`src/rtl/clape_poly_pkg.sv`:
```
// Shared definitions for the polyphonic key renderer: PS/2 scan codes,
// key table lookup, decoder state encoding and default colours.
package clape_pkg;

    localparam logic [7:0]  SC_BREAK     = 8'hF0;
    localparam logic [7:0]  SC_EXT       = 8'hE0;
    localparam int          MAX_KEYS     = 16;
    localparam logic [11:0] DEF_LIT_RGB  = 12'h0F0;
    localparam logic [11:0] DEF_IDLE_RGB = 12'hFFF;

    typedef enum logic [1:0] {
        ST_IDLE,
        ST_BREAK,
        ST_EXT,
        ST_EXT_BREAK
    } dec_state_t;

    typedef struct packed {
        logic       valid;
        logic [3:0] idx;
    } key_hit_t;

    // Key 0 answers to two codes (1C and 0E); the rest have one each.
    function automatic key_hit_t key_lookup(input logic [7:0] code);
        key_hit_t h;
        h.valid = 1'b1;
        h.idx   = 4'd0;
        case (code)
            8'h1C, 8'h0E: h.idx = 4'd0;
            8'h1B:        h.idx = 4'd1;
            8'h23:        h.idx = 4'd2;
            8'h2B:        h.idx = 4'd3;
            8'h34:        h.idx = 4'd4;
            8'h33:        h.idx = 4'd5;
            8'h3B:        h.idx = 4'd6;
            8'h42:        h.idx = 4'd7;
            8'h4B:        h.idx = 4'd8;
            8'h4C:        h.idx = 4'd9;
            8'h52:        h.idx = 4'd10;
            8'h54:        h.idx = 4'd11;
            8'h5B:        h.idx = 4'd12;
            8'h5D:        h.idx = 4'd13;
            8'h15:        h.idx = 4'd14;
            8'h1D:        h.idx = 4'd15;
            default:      h.valid = 1'b0;
        endcase
        return h;
    endfunction

endpackage

```
`src/rtl/clape_poly_if.sv`:
```
// PS/2 frame input and VGA pixel bus between sync/receiver logic and the renderer.
interface clape_poly_if;
    logic        data_valid;
    logic [10:0] sda_to_do;
    logic        disp_en;
    logic [10:0] count_hsync;
    logic [9:0]  count_vsync;
    logic [3:0]  red;
    logic [3:0]  green;
    logic [3:0]  blue;

    modport master (
        output data_valid, sda_to_do, disp_en, count_hsync, count_vsync,
        input  red, green, blue
    );
    modport slave (
        input  data_valid, sda_to_do, disp_en, count_hsync, count_vsync,
        output red, green, blue
    );
endinterface

```
`src/rtl/clape_poly_tracker.sv`:
```
// PS/2 make/break decoder with held-key vector and per-key sustain counters.
module ps2_key_tracker
    import clape_pkg::*;
#(
    parameter int N_KEYS        = 8,
    parameter int TICK_DIV      = 2500000,
    parameter int SUSTAIN_TICKS = 4
) (
    input  logic              clk,
    input  logic              rst,
    input  logic              data_valid,
    input  logic [7:0]        scan,
    output logic [N_KEYS-1:0] held_keys,
    output logic [N_KEYS-1:0] sus_on
);

    localparam int TW = (TICK_DIV > 1) ? $clog2(TICK_DIV) : 1;
    localparam int SW = (SUSTAIN_TICKS > 0) ? $clog2(SUSTAIN_TICKS + 1) : 1;
    localparam logic [TW-1:0] TICK_LAST = TW'(TICK_DIV - 1);
    localparam logic [SW-1:0] SUS_LOAD  = SW'(SUSTAIN_TICKS);

    dec_state_t        state, state_nxt;
    logic [TW-1:0]     tcnt;
    logic              tick;
    key_hit_t          hit;
    logic [N_KEYS-1:0] key_oh, make, brk;
    logic [SW-1:0]     sus [N_KEYS];

    assign hit  = key_lookup(scan);
    assign tick = (tcnt == TICK_LAST);

    // Codes mapping beyond N_KEYS fall out here and are ignored.
    always_comb begin
        key_oh = '0;
        for (int i = 0; i < N_KEYS; i++)
            if (hit.valid && hit.idx == 4'(i)) key_oh[i] = 1'b1;
    end

    always_ff @(posedge clk or negedge rst)
        if (!rst) state <= ST_IDLE;
        else      state <= state_nxt;

    always_comb begin
        state_nxt = state;
        make      = '0;
        brk       = '0;
        if (data_valid) begin
            case (state)
                ST_IDLE: begin
                    if (scan == SC_BREAK)    state_nxt = ST_BREAK;
                    else if (scan == SC_EXT) state_nxt = ST_EXT;
                    else                     make      = key_oh;
                end
                ST_BREAK: begin
                    brk       = key_oh;
                    state_nxt = ST_IDLE;
                end
                ST_EXT:       state_nxt = (scan == SC_BREAK) ? ST_EXT_BREAK : ST_IDLE;
                ST_EXT_BREAK: state_nxt = ST_IDLE;
                default:      state_nxt = ST_IDLE;
            endcase
        end
    end

    always_ff @(posedge clk or negedge rst)
        if (!rst) tcnt <= '0;
        else      tcnt <= tick ? '0 : tcnt + 1'b1;

    always_ff @(posedge clk or negedge rst)
        if (!rst) held_keys <= '0;
        else      held_keys <= (held_keys | make) & ~brk;

    // Break load takes priority over a coincident tick.
    always_ff @(posedge clk or negedge rst) begin
        if (!rst) begin
            for (int i = 0; i < N_KEYS; i++) sus[i] <= '0;
        end else begin
            for (int i = 0; i < N_KEYS; i++) begin
                if (make[i])                                  sus[i] <= '0;
                else if (brk[i])                              sus[i] <= SUS_LOAD;
                else if (tick && !held_keys[i] && sus[i] != '0) sus[i] <= sus[i] - 1'b1;
            end
        end
    end

    always_comb
        for (int i = 0; i < N_KEYS; i++) sus_on[i] = (sus[i] != '0);

endmodule

```
`src/rtl/clape_poly.sv`:
```
// Polyphonic piano key renderer: key tracking plus coloured VGA bars with a
// divider-free column tracker and a registered pixel output.
module clape_poly
    import clape_pkg::*;
#(
    parameter int          N_KEYS        = 8,
    parameter int          KEY_W         = 100,
    parameter int          GAP_W         = 2,
    parameter int          KEY_H         = 600,
    parameter int          TICK_DIV      = 2500000,
    parameter int          SUSTAIN_TICKS = 4,
    parameter logic [11:0] LIT_RGB       = DEF_LIT_RGB,
    parameter logic [11:0] IDLE_RGB      = DEF_IDLE_RGB
) (
    input  logic              clk,
    input  logic              rst,
    input  logic [N_KEYS-1:0] switch_uri,
    clape_poly_if.slave       bus,
    output logic [N_KEYS-1:0] held_keys
);

    localparam int KW = $clog2(N_KEYS + 1);
    localparam int OW = (KEY_W > 1) ? $clog2(KEY_W) : 1;
    localparam logic [OW-1:0] OFF_LAST  = OW'(KEY_W - 1);
    localparam logic [OW-1:0] GAP_START = OW'(KEY_W - GAP_W);
    localparam logic [KW-1:0] K_MAX     = KW'(N_KEYS);

    logic [N_KEYS-1:0] sus_on, lit;
    logic [10:0]       hs_q;
    logic [KW-1:0]     k_q, k_cur;
    logic [OW-1:0]     off_q, off_cur;
    logic              lit_k, black;
    logic [11:0]       rgb;

    ps2_key_tracker #(
        .N_KEYS        (N_KEYS),
        .TICK_DIV      (TICK_DIV),
        .SUSTAIN_TICKS (SUSTAIN_TICKS)
    ) u_trk (
        .clk        (clk),
        .rst        (rst),
        .data_valid (bus.data_valid),
        .scan       (bus.sda_to_do[8:1]),
        .held_keys  (held_keys),
        .sus_on     (sus_on)
    );

    assign lit = held_keys | sus_on | switch_uri;

    // Column 0 always resynchronises; a held column keeps its position, any
    // other change is taken as a one-pixel step.
    always_comb begin
        k_cur   = k_q;
        off_cur = off_q;
        if (bus.count_hsync == 11'd0) begin
            k_cur   = '0;
            off_cur = '0;
        end else if (bus.count_hsync != hs_q) begin
            if (off_q == OFF_LAST) begin
                off_cur = '0;
                if (k_q != K_MAX) k_cur = k_q + 1'b1;
            end else begin
                off_cur = off_q + 1'b1;
            end
        end
    end

    always_ff @(posedge clk or negedge rst)
        if (!rst) begin
            hs_q  <= '0;
            k_q   <= '0;
            off_q <= '0;
        end else begin
            hs_q  <= bus.count_hsync;
            k_q   <= k_cur;
            off_q <= off_cur;
        end

    always_comb begin
        lit_k = 1'b0;
        for (int i = 0; i < N_KEYS; i++)
            if (k_cur == KW'(i)) lit_k = lit[i];
    end

    assign black = bus.disp_en
                || (int'(bus.count_vsync) >= KEY_H)
                || (int'(bus.count_hsync) >= N_KEYS * KEY_W)
                || (off_cur >= GAP_START);

    always_ff @(posedge clk or negedge rst)
        if (!rst)       rgb <= '0;
        else if (black) rgb <= '0;
        else            rgb <= lit_k ? LIT_RGB : IDLE_RGB;

    assign bus.red   = rgb[11:8];
    assign bus.green = rgb[7:4];
    assign bus.blue  = rgb[3:0];

endmodule

```
`src/flat_wrapper.sv`:
```
// flat-port wrapper written by rule: the top's interface ports become plain ports
module clape_poly_flat import clape_pkg::*;
#(
    parameter int          N_KEYS        = 8,
    parameter int          KEY_W         = 100,
    parameter int          GAP_W         = 2,
    parameter int          KEY_H         = 600,
    parameter int          TICK_DIV      = 2500000,
    parameter int          SUSTAIN_TICKS = 4,
    parameter logic [11:0] LIT_RGB       = DEF_LIT_RGB,
    parameter logic [11:0] IDLE_RGB      = DEF_IDLE_RGB
)
  (clk, rst, switch_uri, held_keys, bus_data_valid, bus_sda_to_do, bus_disp_en, bus_count_hsync, bus_count_vsync, bus_red, bus_green, bus_blue);
  clape_poly_if bus_i ();
  input  logic clk;
  input  logic rst;
  input  logic [N_KEYS-1:0] switch_uri;
  output logic [N_KEYS-1:0] held_keys;
  input wire logic [$bits(bus_i.data_valid)-1:0] bus_data_valid;
  input wire logic [$bits(bus_i.sda_to_do)-1:0] bus_sda_to_do;
  input wire logic [$bits(bus_i.disp_en)-1:0] bus_disp_en;
  input wire logic [$bits(bus_i.count_hsync)-1:0] bus_count_hsync;
  input wire logic [$bits(bus_i.count_vsync)-1:0] bus_count_vsync;
  output wire logic [$bits(bus_i.red)-1:0] bus_red;
  output wire logic [$bits(bus_i.green)-1:0] bus_green;
  output wire logic [$bits(bus_i.blue)-1:0] bus_blue;
  assign bus_i.data_valid = bus_data_valid;
  assign bus_i.sda_to_do = bus_sda_to_do;
  assign bus_i.disp_en = bus_disp_en;
  assign bus_i.count_hsync = bus_count_hsync;
  assign bus_i.count_vsync = bus_count_vsync;
  assign bus_red = bus_i.red;
  assign bus_green = bus_i.green;
  assign bus_blue = bus_i.blue;
  clape_poly #(.N_KEYS(N_KEYS), .KEY_W(KEY_W), .GAP_W(GAP_W), .KEY_H(KEY_H), .TICK_DIV(TICK_DIV), .SUSTAIN_TICKS(SUSTAIN_TICKS), .LIT_RGB(LIT_RGB), .IDLE_RGB(IDLE_RGB)) u_core (.clk(clk), .rst(rst), .switch_uri(switch_uri), .bus(bus_i), .held_keys(held_keys));
endmodule
```
`config.mk`:
```
export PLATFORM = sky130hd
export DESIGN_NAME = clape_poly_flat
export DESIGN_NICKNAME = d
export VERILOG_FILES = /design/src/rtl/clape_poly_pkg.sv /design/src/rtl/clape_poly_if.sv /design/src/rtl/clape_poly_tracker.sv /design/src/rtl/clape_poly.sv /design/src/flat_wrapper.sv
export SDC_FILE = /design/constraint.sdc
export NUM_CORES = 1
export LEC_CHECK = 0
export CAP_MARGIN = 10
export CORE_ASPECT_RATIO = 1.2
export CORE_UTILIZATION = 39
export CTS_BUF_LIST = sky130_fd_sc_hd__clkbuf_8 sky130_fd_sc_hd__clkbuf_16
export CTS_CLUSTER_SIZE = 28
export DETAILED_ROUTE_END_ITERATION = 6
export PLACE_DENSITY = 0.65
export SETUP_SLACK_MARGIN = 0.1
export SLEW_MARGIN = 20
export SYNTH_ARGS = -nofsm -noshare
export SYNTH_HDL_FRONTEND = slang
export SYNTH_SLANG_ARGS = --single-unit
```
`constraint.sdc`:
```
create_clock -name clk -period 4.8 [get_ports clk]
set_input_delay 0.96 -clock clk [delete_from_list [all_inputs] [get_ports clk]]
set_output_delay 0.96 -clock clk [all_outputs]
set_load 0.1 [all_outputs]
```
==> results of run 1 <==
==> worst max-delay path, stage by stage <==
cell             delay [ps]
clkdlybuf4s50_1         470
xor2_1                  190
nor4_4                  380
nand3_4                 190
o2111ai_2               140
xnor2_1                 220
mux4_2                  540
and2_1                  170
o31a_1                  230
==> power groups by stage <==
stage               registers (mW)  logic [mW]  clock network, mW
floorplan                    0.843       0.250                  0
global placement             0.801       0.395                  0
detailed placement           0.803       0.404                  0
CTS                          0.792       0.410              0.716
global route                 0.801       0.454              0.745
finish                       0.792       0.407              0.701
==> state kept, by name, indices dropped and copies added, names as in the netlist <==
name and flops:
u_core.u_trk.sus 24, u_core.u_trk.tcnt 22, u_core.hs_q 11, u_core.u_trk.held_keys 8
u_core.off_q 7, u_core.k_q 4, u_core.rgb 2, u_core.u_trk.state 2
==> layer usage <==
layer,GRT usage,vias to the layer above,wire length (um)
met2,0.293,53,4500
met1,0.200,1608,3980
met4,0.0570,0,121
met5,0,-,0
li1,-,1682,-
met3,0.0438,11,366
==> cell type report <==
| type | count | area [um2] |
|---|---|---|
| Fill cell | 1048 | 5650 |
| Clock inverter | 6 | 77.6 |
| Sequential cell | 80 | 2000 |
| Inverter | 31 | 116 |
| Multi-Input combinational cell | 344 | 2220 |
| Clock buffer | 9 | 225 |
| Tap cell | 132 | 165 |
| Timing Repair Buffer | 58 | 579 |
==> how the worst max path moves through the flow <==
stage | from | to | cells after the start
finish | bus_count_hsync[4] | u_core.rgb[10] | 9
global route | bus_count_hsync[4] | u_core.rgb[10] | 9
CTS | bus_count_hsync[4] | u_core.rgb[10] | 9
detailed placement | bus_count_hsync[4] | u_core.rgb[10] | 9
global placement | bus_count_hsync[4] | u_core.rgb[10] | 9
floorplan | bus_count_hsync[1] | u_core.rgb[10] | 8
==> placed cells by master, fill, tap and decap left out, drive strengths merged, types with 2 or more instances in the layout <==
master and n:
a21oi 26, and2 3, and3 4, buf 2, bufinv 2, clkbuf 9
clkdlybuf4s50 56, clkinv 2, dfrtp 80, ha 20, inv 33, mux2i 8
nand2 31, nand2b 3, nand3 35, nand4 9, nor2 85, nor2b 4
nor3 8, nor4 8, nor4b 5, o21a 7, o21ai 4, or2 8
or3 2, or4 3, xnor2 31, xor2 24
==> logic make-up after synthesis <==
family,share of synthesized area
and+or+nand+nor,0.243
xor gates and xnor gates,0.109
muxes,0.0240
DFF,0.452
AOI/OAI and AO/OA,0.0666
buffers and inverters,0.0494
adders and majority gates,0.0564
==> per-stage QoR <==
step	util	hold WS, ps	power (mW)	area [um2]	instances
final	0.488	475	1.90	5390	660
after global routing	0.488	493	2.00	5390	660
after CTS	0.488	480	1.92	5380	660
after detailed placement	0.460	468	1.21	5080	645
after global placement	0.460	464	1.20	5080	645
after floorplan	-	445	1.09	4430	472
==> Yosys cell counts, types with 5 or more instances <==
| master | instances | area (um2) |
|---|---|---|
| xor2_1 | 24 | 210 |
| dfrtp_1 | 80 | 2000 |
| nor2_1 | 85 | 319 |
| nand2_1 | 30 | 113 |
| ha_1 | 20 | 250 |
| nand3_1 | 34 | 170 |
| or2_2 | 8 | 50.1 |
| mux2i_1 | 7 | 70.1 |
| xnor2_1 | 31 | 272 |
| nor4b_1 | 5 | 43.8 |
| o21a_1 | 7 | 52.6 |
| clkbuf_1 | 5 | 18.8 |
| inv_1 | 31 | 116 |
| nand4_1 | 9 | 56.3 |
| a21oi_1 | 26 | 130 |
| nor3_1 | 7 | 35.0 |
| buf_4 | 10 | 75.1 |
| nor4_1 | 5 | 31.3 |
==> reports/summary.txt, run 1 <==
die height = 119 um
sequential share of the synthesized area = 0.452
Async S/R FF share, synth = 1.00
required time worst endpoint = 5020 ps
layout overhead on the synthesized area = 21.5%
EDFF count, synth = 0
DRT Wirelength = 8.96 mm
HP Class = flop to flop
Total GRT Usage = 0.168
Worst Tran Pin Value = 1010 ps
# DRC = 0
min Tclk post-route = 3280 ps
crit-path max FO = 8
RSZ-0062 raised after global routing = no
global route overflow = 0
overall die width = 99.3 um
synth warn = 0
Hold Path End = u_core.u_trk.tcnt[4]
Reg clk slew, reported paths = 60 ps
logic gate share of total power = 0.214
number of cell rows = 42
cell count after synthesis = 472
Synth Area per Inst = 9.39 um2
Final Max Tran Viols = 0
number of top-level pins = 64
Final TNS setup = 0 ps
Hold Vio Cnt, Final = 0
RePlAce Congestion = 0.807
Crit Path Category = input pin to flop
final-stage net count = 588
pwr/cell area = 353 nW/um2
Seq pwr share = 0.417
vias = 3354
clock network fraction of total power = 0.369
CTS resizes = 0
die area = 11800 um2
worst rel slew slack = 0.325
DRT Pass-1 Iters = 4
flops & latches, synth = 80
outcome = completed
reg2reg setup slack = 2260 ps
DPL Wire Length = 6.51 mm
clk buf depth = 2
core area = 11000 um2
CTS Buf Count = 9
Routed wire per std cell = 13.6 um
critical path startpoint category = input pin
final critical-path setup slack = 1520 ps
Synth Flop Type = dfrtp_1
PortBufs = 57
internal power = 1.34 mW
HP Start = u_core.u_trk.tcnt[4]
clock tree from TritonCTS = yes
Finish-stage setup viols = 0
P_sw = 0.558 mW
hold buffers post-CTS = 0
worst skew pair latency = 330 ps
Min-Delay Path Depth = 1
max cap viols = 0
layout cells sized above 1 = 0.0625
Netlist cell types = 50
Netlist Area Pre-Place = 4430 um2
number of global-route vias before repair = 3540
crit path capture type = flop
antenna-violating nets left = 0
Sw Ratio = 0.294
clk sinks = 80
Final period util = 0.684
r2r endpoint = u_core.rgb[10]
DRT iter0 DRCs = 113
Clock Skew = 5.83 ps
critical path arrival = 3500 ps
CTS root buf = clkbuf_16
first-pass GRT wire length = 15.8 mm
Syn Nets = 536
Pleak = 2.42 nW
worst r2r path cells = 8
Setup WS pre-CTS = 1170 ps
vias per inst = 5.08
Peak VDD IR = 0.182 mV
fmax = 0.304 GHz
ant diodes = 0
initial antenna violation count = 0
Initial Util = 0.402
setup bufs post-CTS = 0
largest net degree at the start of global routing = 81
H-tree Lvls = 3
reg-to-reg startpoint = u_core.hs_q[4]
Power figures use the tool's default switching activity.
==> inputs of run 2 (changes only) <==
--- a/config.mk
+++ b/config.mk
@@ -11,7 +11,7 @@
 export CTS_BUF_LIST = sky130_fd_sc_hd__clkbuf_8 sky130_fd_sc_hd__clkbuf_16
 export CTS_CLUSTER_SIZE = 28
 export DETAILED_ROUTE_END_ITERATION = 6
-export PLACE_DENSITY = 0.65
+export PLACE_DENSITY = 0.68
 export SETUP_SLACK_MARGIN = 0.1
 export SLEW_MARGIN = 20
 export SYNTH_ARGS = -nofsm -noshare
==> constraint.sdc (replaced) <==
create_clock -name clk -period 3 [get_ports clk]
set_input_delay 0.6 -clock clk [delete_from_list [all_inputs] [get_ports clk]]
set_output_delay 0.6 -clock clk [all_outputs]
set_load 0.1 [all_outputs]
==> reports/summary.txt, run 2 (synthesized netlist as in run 1, its figures left out) <==
leading cell type in the layout, fill and taps excluded = nor2_1
final-stage net count = 608 (+3.4%)
DRT Pass-1 Iters = 4 (unchanged)
setup bufs post-CTS = 0 (unchanged)
Worst Tran Pin Value = 986 ps (-22.5 ps)
worst rel slew slack = 0.342 (+0.0171)
core area = 11000 um2 (unchanged)
layout overhead on the synthesized area = 23.0%
critical path arrival = 2990 ps (-510 ps)
area of the multi-input gates = 2220 um2 (about the same)
Final Max Tran Viols = 0 (unchanged)
initial antenna violation count = 0 (unchanged)
clk buf depth = 2 (unchanged)
Inst Count DP = 665 (+3.1%)
crit-path max FO = 4 (-4)
Pleak = 2.53 nW (+4.5%)
largest net degree at the start of global routing = 81 (unchanged)
max cap viols = 0 (unchanged)
PortBufs = 57 (unchanged)
clk sinks = 80 (unchanged)
worst r2r path cells = 8 (unchanged)
hold_ws = 421 ps (-54.3 ps)
Final TNS setup = 0 ps (unchanged)
final non-filler cell total = 680 (+3.0%)
clock tree from TritonCTS = yes
antenna-violating nets left = 0 (unchanged)
vias = 3420 (+2.0%)
final critical-path setup slack = 232 ps (-1280 ps)
CP peak stage delay = 530 ps (about the same)
Initial Util = 0.402 (unchanged)
Setup WS pre-CTS = -159 ps (-1320 ps)
global route overflow = 0 (unchanged)
crit path capture type = flop
Critical-path top delay cell = mux4_2
ant diodes = 0 (unchanged)
die area = 11800 um2 (unchanged)
outcome = completed
HP Class = input pin to async pin
Finish-stage setup viols = 0 (unchanged)
min Tclk post-route = 2770 ps
first-pass GRT wire length = 15.3 mm (-3.2%)
layout cells sized above 1 = 0.137 (+0.0744)
DRT Wirelength = 9.07 mm (+1.2%)
number of global-route vias before repair = 3446 (-2.7%)
power after layout = 2.94 mW (+55%)
number of cell rows = 42 (unchanged)
Routed wire per std cell = 13.3 um (-1.8%)
fmax = 0.361 GHz
DRT iter0 DRCs = 102 (-9.7%)
overall die width = 99.3 um (unchanged)
most frequent cells in the layout = nor2_1 (85), dfrtp_1 (80), buf_4 (42)
number of top-level pins = 64 (unchanged)
CTS root buf = clkbuf_16
Reg clk slew, reported paths = 60 ps (about the same)
Largest regs = u_core.u_trk.sus: 24 flops, u_core.u_trk.tcnt: 22 flops, u_core.hs_q: 11 flops
vias per inst = 5.03 (-1.0%)
pwr/cell area = 540 nW/um2 (+53%)
worst skew pair latency = 340 ps (about the same)
max reg flops = 24 (unchanged)
CP cell instances = clkdlybuf4s50_1 -> xor2_1 -> nor4_4 -> nand3_4 -> o2111ai_2 -> xnor2_2 -> mux4_2 -> and2_1 -> o31a_1
H-tree Lvls = 3 (unchanged)
Hold Vio Cnt, Final = 0 (unchanged)
# DRC = 0 (unchanged)
Crit Path Category = input pin to flop
most flop-heavy register = u_core.u_trk.sus
CTS Buf Count = 9 (unchanged)
critical path startpoint category = input pin
DPL Wire Length = 6.71 mm (+3.0%)
Clock Skew = 6.23 ps (+0.400 ps)
register area = 2000 um2 (unchanged)
required time worst endpoint = 3220 ps (-1800 ps)
Final period util = 0.923
RSZ-0062 raised after global routing = no
layout filler cell count = 1033 (-1.4%)
die height = 119 um (unchanged)
Peak VDD IR = 0.284 mV (+56%)
RePlAce Congestion = 0.832 (+3.2%)
Total GRT Usage = 0.165 (-0.00360)
run 2: worst max-delay path, delay by kind of cell:
family,cells,cell delay [ps]
AND/OR/NAND/NOR,3,700
XOR/XNOR,2,360
buffers and inverters,1,440
AO/OA/AOI/OAI,2,370
multiplexers,1,530
run 2: final timing paths:
check,start,end,slack [ps]
setup reg to reg,u_core.hs_q[9],u_core.rgb[10],570
hold reg to reg,u_core.u_trk.tcnt[4],u_core.u_trk.tcnt[4],470
setup / recovery,bus_count_hsync[1],u_core.rgb[10],230
hold / removal,rst,u_core.u_trk.sus[6],420
min in group clk,u_core.u_trk.tcnt[4],u_core.u_trk.tcnt[4],470
max in group asynchronous,rst,u_core.off_q[3],1950
run 2: area by class of cell:
cell class | instances | area share
Multi-Input combinational cell | 344 | 0.407
Sequential cell | 80 | 0.367
Timing Repair Buffer | 78 | 0.124
Clock buffer | 11 | 0.0464
Tap cell | 132 | 0.0303
Inverter | 31 | 0.0213
Clock inverter | 4 | 0.00390
run 2: repair_timing:
item	4_1_cts	5_1_grt
hold buffers	0	0
resized for setup	0	1
setup endpoints to repair	0	1
run 2: report_power, final:
group | internal [mW] | switching (mW)
combinational | 0.269 | 0.400
sequential | 1.18 | 0.0890
clock | 0.594 | 0.413
total | 2.04 | 0.901
run 2: stage by stage:
stage / instance area, um2 / utilization
after floorplan: 4430 / -
after global placement: 5170 / 0.469
after detailed placement: 5170 / 0.469
after CTS: 5450 / 0.493
after global routing: 5450 / 0.494
final: 5450 / 0.494
run 2: layer usage:
layer	track usage	wire, um	vias to the layer above
met5	0	0	-
met3	0.0325	342	8
met2	0.293	4720	60
met4	0.0735	119	0
li1	-	-	1720
met1	0.189	3890	1632
